<file path="src/rtl/prbs_tx_gen.sv">
// prbs_tx_gen -- PRBS9 (x^9 + x^5 + 1) transmit bit source for the BER link test.
//
// One symbol is emitted every OS_FACTOR clocks. o_bit is registered and
// stable from one clock before o_valid through the o_valid clock; o_valid is
// a one-clock strobe. A rising edge of i_enable restarts the sequence from
// i_seed (an all-zero seed is replaced by 9'h001 so the LFSR cannot lock up).
//
// Handshake: o_valid/o_bit form a push-only stream with no back-pressure.
// o_bit, o_sof and o_sym_idx are meaningful only in a clock where o_valid is
// high. The consumer must take the symbol in that clock; nothing is held or
// replayed.
//
// Optional build macro PRBS_ERR_INJECT_EN: when defined, i_err_inject high
// inverts o_bit for the symbol with index ERR_POS in every 511-symbol frame,
// without touching the LFSR. When undefined, i_err_inject is a pin-compatible
// input that is ignored.
module prbs_tx_gen #(
    parameter int PRBS_LEN  = 9,
    parameter int OS_FACTOR = 4,
    parameter int ERR_POS   = 100
) (
    input  logic                clk,
    input  logic                rst,
    input  logic                i_enable,
    input  logic [PRBS_LEN-1:0] i_seed,
    input  logic                i_err_inject,
    output logic                o_valid,
    output logic                o_bit,
    output logic                o_sof,
    output logic [PRBS_LEN-1:0] o_sym_idx
);

    // Width of the oversampling counter; at least one bit.
    localparam int OS_W = (OS_FACTOR > 1) ? $clog2(OS_FACTOR) : 1;

    // Last count of a symbol period: o_valid is raised from this count.
    localparam logic [OS_W-1:0] OS_LAST = OS_W'(OS_FACTOR - 1);

    // Count at which o_bit is loaded, one clock ahead of the strobe.
    localparam logic [OS_W-1:0] OS_CAP = OS_W'(OS_FACTOR - 2);

    // Highest symbol index in a frame (period 2^PRBS_LEN - 1 = 511).
    localparam logic [PRBS_LEN-1:0] SYM_LAST = PRBS_LEN'((1 << PRBS_LEN) - 2);

    // Symbol index that error insertion corrupts.
    localparam logic [PRBS_LEN-1:0] ERR_IDX = PRBS_LEN'(ERR_POS);

    // Lock-up free reload value used when i_seed is zero.
    localparam logic [PRBS_LEN-1:0] SEED_GUARD = PRBS_LEN'(1);

    typedef enum logic {
        IDLE = 1'b0,
        RUN  = 1'b1
    } state_t;

    state_t                state;
    state_t                next_state;

    logic                  enable_q;
    logic                  enable_rise;
    logic                  run_active;
    logic                  sym_end;
    logic                  bit_load;
    logic                  err_flip;
    logic                  feedback;

    logic [PRBS_LEN-1:0]   seed_guarded;
    logic [PRBS_LEN-1:0]   lfsr;
    logic [PRBS_LEN-1:0]   sym_idx;
    logic [OS_W-1:0]       os_cnt;

    logic                  valid_r;
    logic                  bit_r;
    logic                  sof_r;

    // A restart only happens on a fresh low-to-high transition of i_enable.
    assign enable_rise = i_enable & ~enable_q;

    // RUN is kept only while i_enable stays high; dropping it idles next clock.
    assign run_active = (state == RUN) && i_enable;

    // Final clock of a symbol period.
    assign sym_end = (os_cnt == OS_LAST);

    // Clock in which the upcoming symbol's bit is registered.
    assign bit_load = (os_cnt == OS_CAP);

    // Zero seed would stall the LFSR forever; substitute a single 1.
    assign seed_guarded = (i_seed == '0) ? SEED_GUARD : i_seed;

    // Fibonacci feedback for x^9 + x^5 + 1: s[n+9] = s[n] ^ s[n+4].
    assign feedback = lfsr[PRBS_LEN-1] ^ lfsr[4];

`ifdef PRBS_ERR_INJECT_EN
    // sym_idx already names the upcoming symbol when its bit is loaded.
    assign err_flip = i_err_inject && (sym_idx == ERR_IDX);
`else
    // Pin kept for compatibility; its value never reaches the stream.
    logic unused_err_inject;
    assign unused_err_inject = i_err_inject;
    assign err_flip          = 1'b0;
`endif

    // Previous i_enable, used for rising-edge detection.
    always_ff @(posedge clk or negedge rst) begin
        if (!rst) begin
            enable_q <= 1'b0;
        end else begin
            enable_q <= i_enable;
        end
    end

    // FSM state register.
    always_ff @(posedge clk or negedge rst) begin
        if (!rst) begin
            state <= IDLE;
        end else begin
            state <= next_state;
        end
    end

    // FSM next-state: IDLE waits for an enable rising edge, RUN ends on enable low.
    always_comb begin
        next_state = state;
        case (state)
            IDLE: begin
                if (enable_rise) begin
                    next_state = RUN;
                end
            end
            RUN: begin
                if (!i_enable) begin
                    next_state = IDLE;
                end
            end
            default: begin
                next_state = IDLE;
            end
        endcase
    end

    // Oversampling counter: cleared on restart, wraps every OS_FACTOR clocks in RUN.
    always_ff @(posedge clk or negedge rst) begin
        if (!rst) begin
            os_cnt <= '0;
        end else if ((state == IDLE) && enable_rise) begin
            os_cnt <= '0;
        end else if (run_active) begin
            os_cnt <= sym_end ? '0 : os_cnt + 1'b1;
        end
    end

    // LFSR: loaded from the guarded seed on restart, advanced on each strobe.
    always_ff @(posedge clk or negedge rst) begin
        if (!rst) begin
            lfsr <= SEED_GUARD;
        end else if ((state == IDLE) && enable_rise) begin
            lfsr <= seed_guarded;
        end else if (run_active && valid_r) begin
            lfsr <= {lfsr[PRBS_LEN-2:0], feedback};
        end
    end

    // Symbol index: cleared on restart, stepped after each strobe, wraps 510 -> 0.
    always_ff @(posedge clk or negedge rst) begin
        if (!rst) begin
            sym_idx <= '0;
        end else if ((state == IDLE) && enable_rise) begin
            sym_idx <= '0;
        end else if (run_active && valid_r) begin
            sym_idx <= (sym_idx == SYM_LAST) ? '0 : sym_idx + 1'b1;
        end
    end

    // Registered stream outputs; all forced low whenever not actively running.
    always_ff @(posedge clk or negedge rst) begin
        if (!rst) begin
            valid_r <= 1'b0;
            bit_r   <= 1'b0;
            sof_r   <= 1'b0;
        end else if (!run_active) begin
            valid_r <= 1'b0;
            bit_r   <= 1'b0;
            sof_r   <= 1'b0;
        end else begin
            valid_r <= sym_end;
            sof_r   <= sym_end && (sym_idx == '0);
            if (bit_load) begin
                bit_r <= lfsr[PRBS_LEN-1] ^ err_flip;
            end
        end
    end

    assign o_valid   = valid_r;
    assign o_bit     = bit_r;
    assign o_sof     = sof_r;
    assign o_sym_idx = sym_idx;

endmodule

</file>
<file path="config.mk">
export PLATFORM = sky130hd
export DESIGN_NAME = prbs_tx_gen
export DESIGN_NICKNAME = d
export VERILOG_FILES = /design/src/rtl/prbs_tx_gen.sv
export SDC_FILE = /design/constraint.sdc
export NUM_CORES = 1
export LEC_CHECK = 0
export ABC_AREA = 1
export BUFFER_PORTS_ARGS = -buffer_cell sky130_fd_sc_hd__buf_4
export CAP_MARGIN = 25
export CORE_MARGIN = 10
export CORE_UTILIZATION = 45
export CTS_CLUSTER_DIAMETER = 30
export DETAILED_ROUTE_END_ITERATION = 8
export PLACE_DENSITY = 0.67
export SYNTH_ARGS = -nofsm -noshare
export SYNTH_HDL_FRONTEND = slang
export SYNTH_SLANG_ARGS = --single-unit
</file>
<file path="constraint.sdc">
create_clock -name clk -period 1.93 [get_ports clk]
set_input_delay 0.386 -clock clk [delete_from_list [all_inputs] [get_ports clk]]
set_output_delay 0.386 -clock clk [all_outputs]
set_load 0.03 [all_outputs]
</file>
==> reports/qor.txt <==
Status - finished, final reports clean
Most common cell after layout, fill and taps aside - nand2_1
Post-Route WL - 3.013 mm
R2R Setup Slk - 0.40 ns
Pwr Density - 698.5 nW/um^2
Yosys warning total - 0
Fin crit share - 79.12%
Drc violations - 0
CTS Buf Count - 3
Die X - 74.06 microns
Iteration-0 DRC Markers - 58
Share of cells above drive strength 1 - 15.84%
R2R depth - 9
Pre-Repair DR Iteration Count - 4
Routed WL per cell - 12.93 microns
Post_cts resized - 0
CP arrival - 1.78 ns
Global-route wire length before repair - 5.161 mm
Hold buffer count at CTS - 1
DRT antenna net count - 0
H-tree Lvls - 1
Syn nets - 193
Detailed Place HPWL - 2.355 mm
CP Class - reg -> reg
Crit Path Max Fanout - 7
Worst-Skew Late Latency - 0.31 ns
Commonest cells after routing, fill and taps aside - nand2_1, dfrtp_1, buf_4, nor2_1, nand3_1
Max_slew headroom - 73.34%
Final net count - 221
Slowest-stage cell, CP - dfrtp_1
Clock root buffer - clkbuf_4
Port Buffers - 23
Vias in the first global route - 1,178
Critical R2R Capture - o_sym_idx[1]
Max-cap viol count - 0
P_leak - 0.7938 nW
Worst-path cell chain - inv_1 > ha_1 > nand2_1 > nor2_1 > nand2_1 > nand3_1 > inv_1 > nand2_1 > nand2_1
F_max - 654.9 MHz
Via-per-instance ratio - 5.146
Worst VDD drop - 0.0004481 V
Post-synth cell types - 22
Initial antenna violation count - 0
Slew @ Worst Pin - 0.3984 ns
Final Skew - 0.0006556 ns
CP endpoint - o_sym_idx[1]
Reg2Reg Launch Point - o_sym_idx[0]
Avg Cell Area, Syn - 7.514 sq um
CP required - 2.19 ns
DR vias - 1,199
Final min period - 1.527 ns
Register area share after synthesis - 47.67%
# rows - 19
Crit path from - o_sym_idx[0]
Initial Utilization - 47.28%
Total die area - 5484 sq um
# setup viols final - 0
Final hold vios - 0
Delay of the slowest cell on the worst path - 0.48 ns
Crit. End Element - flop
Die Ht - 74.06 microns
Clock slew at reported path FFs - 0.13 ns
RSZ-0062 raised after global routing - no
Ports - 25
Largest net degree at the start of global routing - 26
CTS tree - built
Tot GR Track Use - 11.42%
Routability Congestion - 0.8597
Synth-to-Final Area Change - 18.46%
GRT Residual Overflow - 0
# diodes - 0
Total power - 1.088 mW
Worst hold margin - 0.2273 ns
Startpoint types - flop
Seq cells post-synth - 25
Maximum buffer depth of the clock tree - 2
FILL cells - 259
Max Slew Vio Count - 0
Core box area - 2781 sq um
Postcts setup bufs - 0
Mapped Cells - 175
CP most frequent cell - nand2_1
Setup TNS - 0 ns
CTS Sinks - 25
HP Class - in -> reg
Area of the mapped netlist - 1315 sq um
worst min path at each step:
stage | start | to | slack (ns) | depth (start not counted)
global placement | rst | lfsr[8] | 0.30 | 1
CTS | i_enable | enable_q | 0.22 | 1
floorplan | rst | enable_q | 0.09 | 0
global route | i_enable | enable_q | 0.21 | 1
detailed placement | rst | lfsr[8] | 0.31 | 1
finish | i_enable | enable_q | 0.23 | 1
synthesized netlist by cell type, drive strengths merged:
master  count  area (sq um)
nand3      18         95.09
o21ai      10         50.05
nand4       2         12.51
a211oi      1         7.510
o22ai       2         12.51
inv        18         67.57
xor2        1         8.760
nand3b      1         7.510
xnor2       1         8.760
a21oi       2         10.01
ha          5         62.56
dfstp       1         26.28
nor3b       1         7.510
nor2       22         82.58
buf         2         12.51
nand2      64         242.7
dfrtp      24         600.6
worst max-delay path: cells and delay by family, from the launching register on:
kind                       cells  cell delay (ns)
buffers and inverters          2             0.27
adders and majority gates      1             0.21
and+or+nand+nor                6             0.51
DFF                            1             0.48
sequential cells by signal, summed over array words and instances, names as in the netlist:
name	cells
state	1
o_sof	1
o_bit	1
o_sym_idx	9
enable_q	1
o_valid	1
os_cnt	2
lfsr	9
cell families after synthesis:
group	share of synthesized area (%)
AND/OR/NAND/NOR	34.06
XOR/XNOR	1.332
buffers and inverters	6.090
AO/OA/AOI/OAI	6.090
adder cells (fa/ha/maj)	4.757
flip-flops	47.67
report_power, final:
part | internal, mW | switching (mW)
clock network | 0.0806 | 0.148
logic | 0.0879 | 0.131
registers | 0.587 | 0.0530
total | 0.756 | 0.332
cell type report:
| class | instances | area [sq um] | share of cell area, % |
|---|---|---|---|
| clock buffers | 4 | 26.28 | 1.687 |
| inverters | 18 | 67.56 | 4.337 |
| flip-flops and latches | 25 | 626.9 | 40.24 |
| multi-input cells | 130 | 608.1 | 39.04 |
| repair buffers | 25 | 190.2 | 12.21 |
| well taps | 31 | 38.79 | 2.490 |
layer usage:
layer / part of all wire (%) / routed length, microns / global-route usage (%)
met1: 44 / 1314 / 13.54
met2: 49 / 1485 / 19.60
met3: 6.5 / 196 / 3.324
met4: 0.56 / 17 / 3.106
met5: 0 / 0 / 0
stage by stage:
step	area (sq um)	cells	worst slack [ns]	utilization, %
after floorplan	1315	175	0.4645	-
after global placement	1521	228	0.4874	54.70
after detailed placement	1521	228	0.4409	54.70
after CTS	1558	233	0.4105	56.01
after global routing	1558	233	0.2644	56.01
final	1558	233	0.4031	56.01
Power figures use the tool's default switching activity.
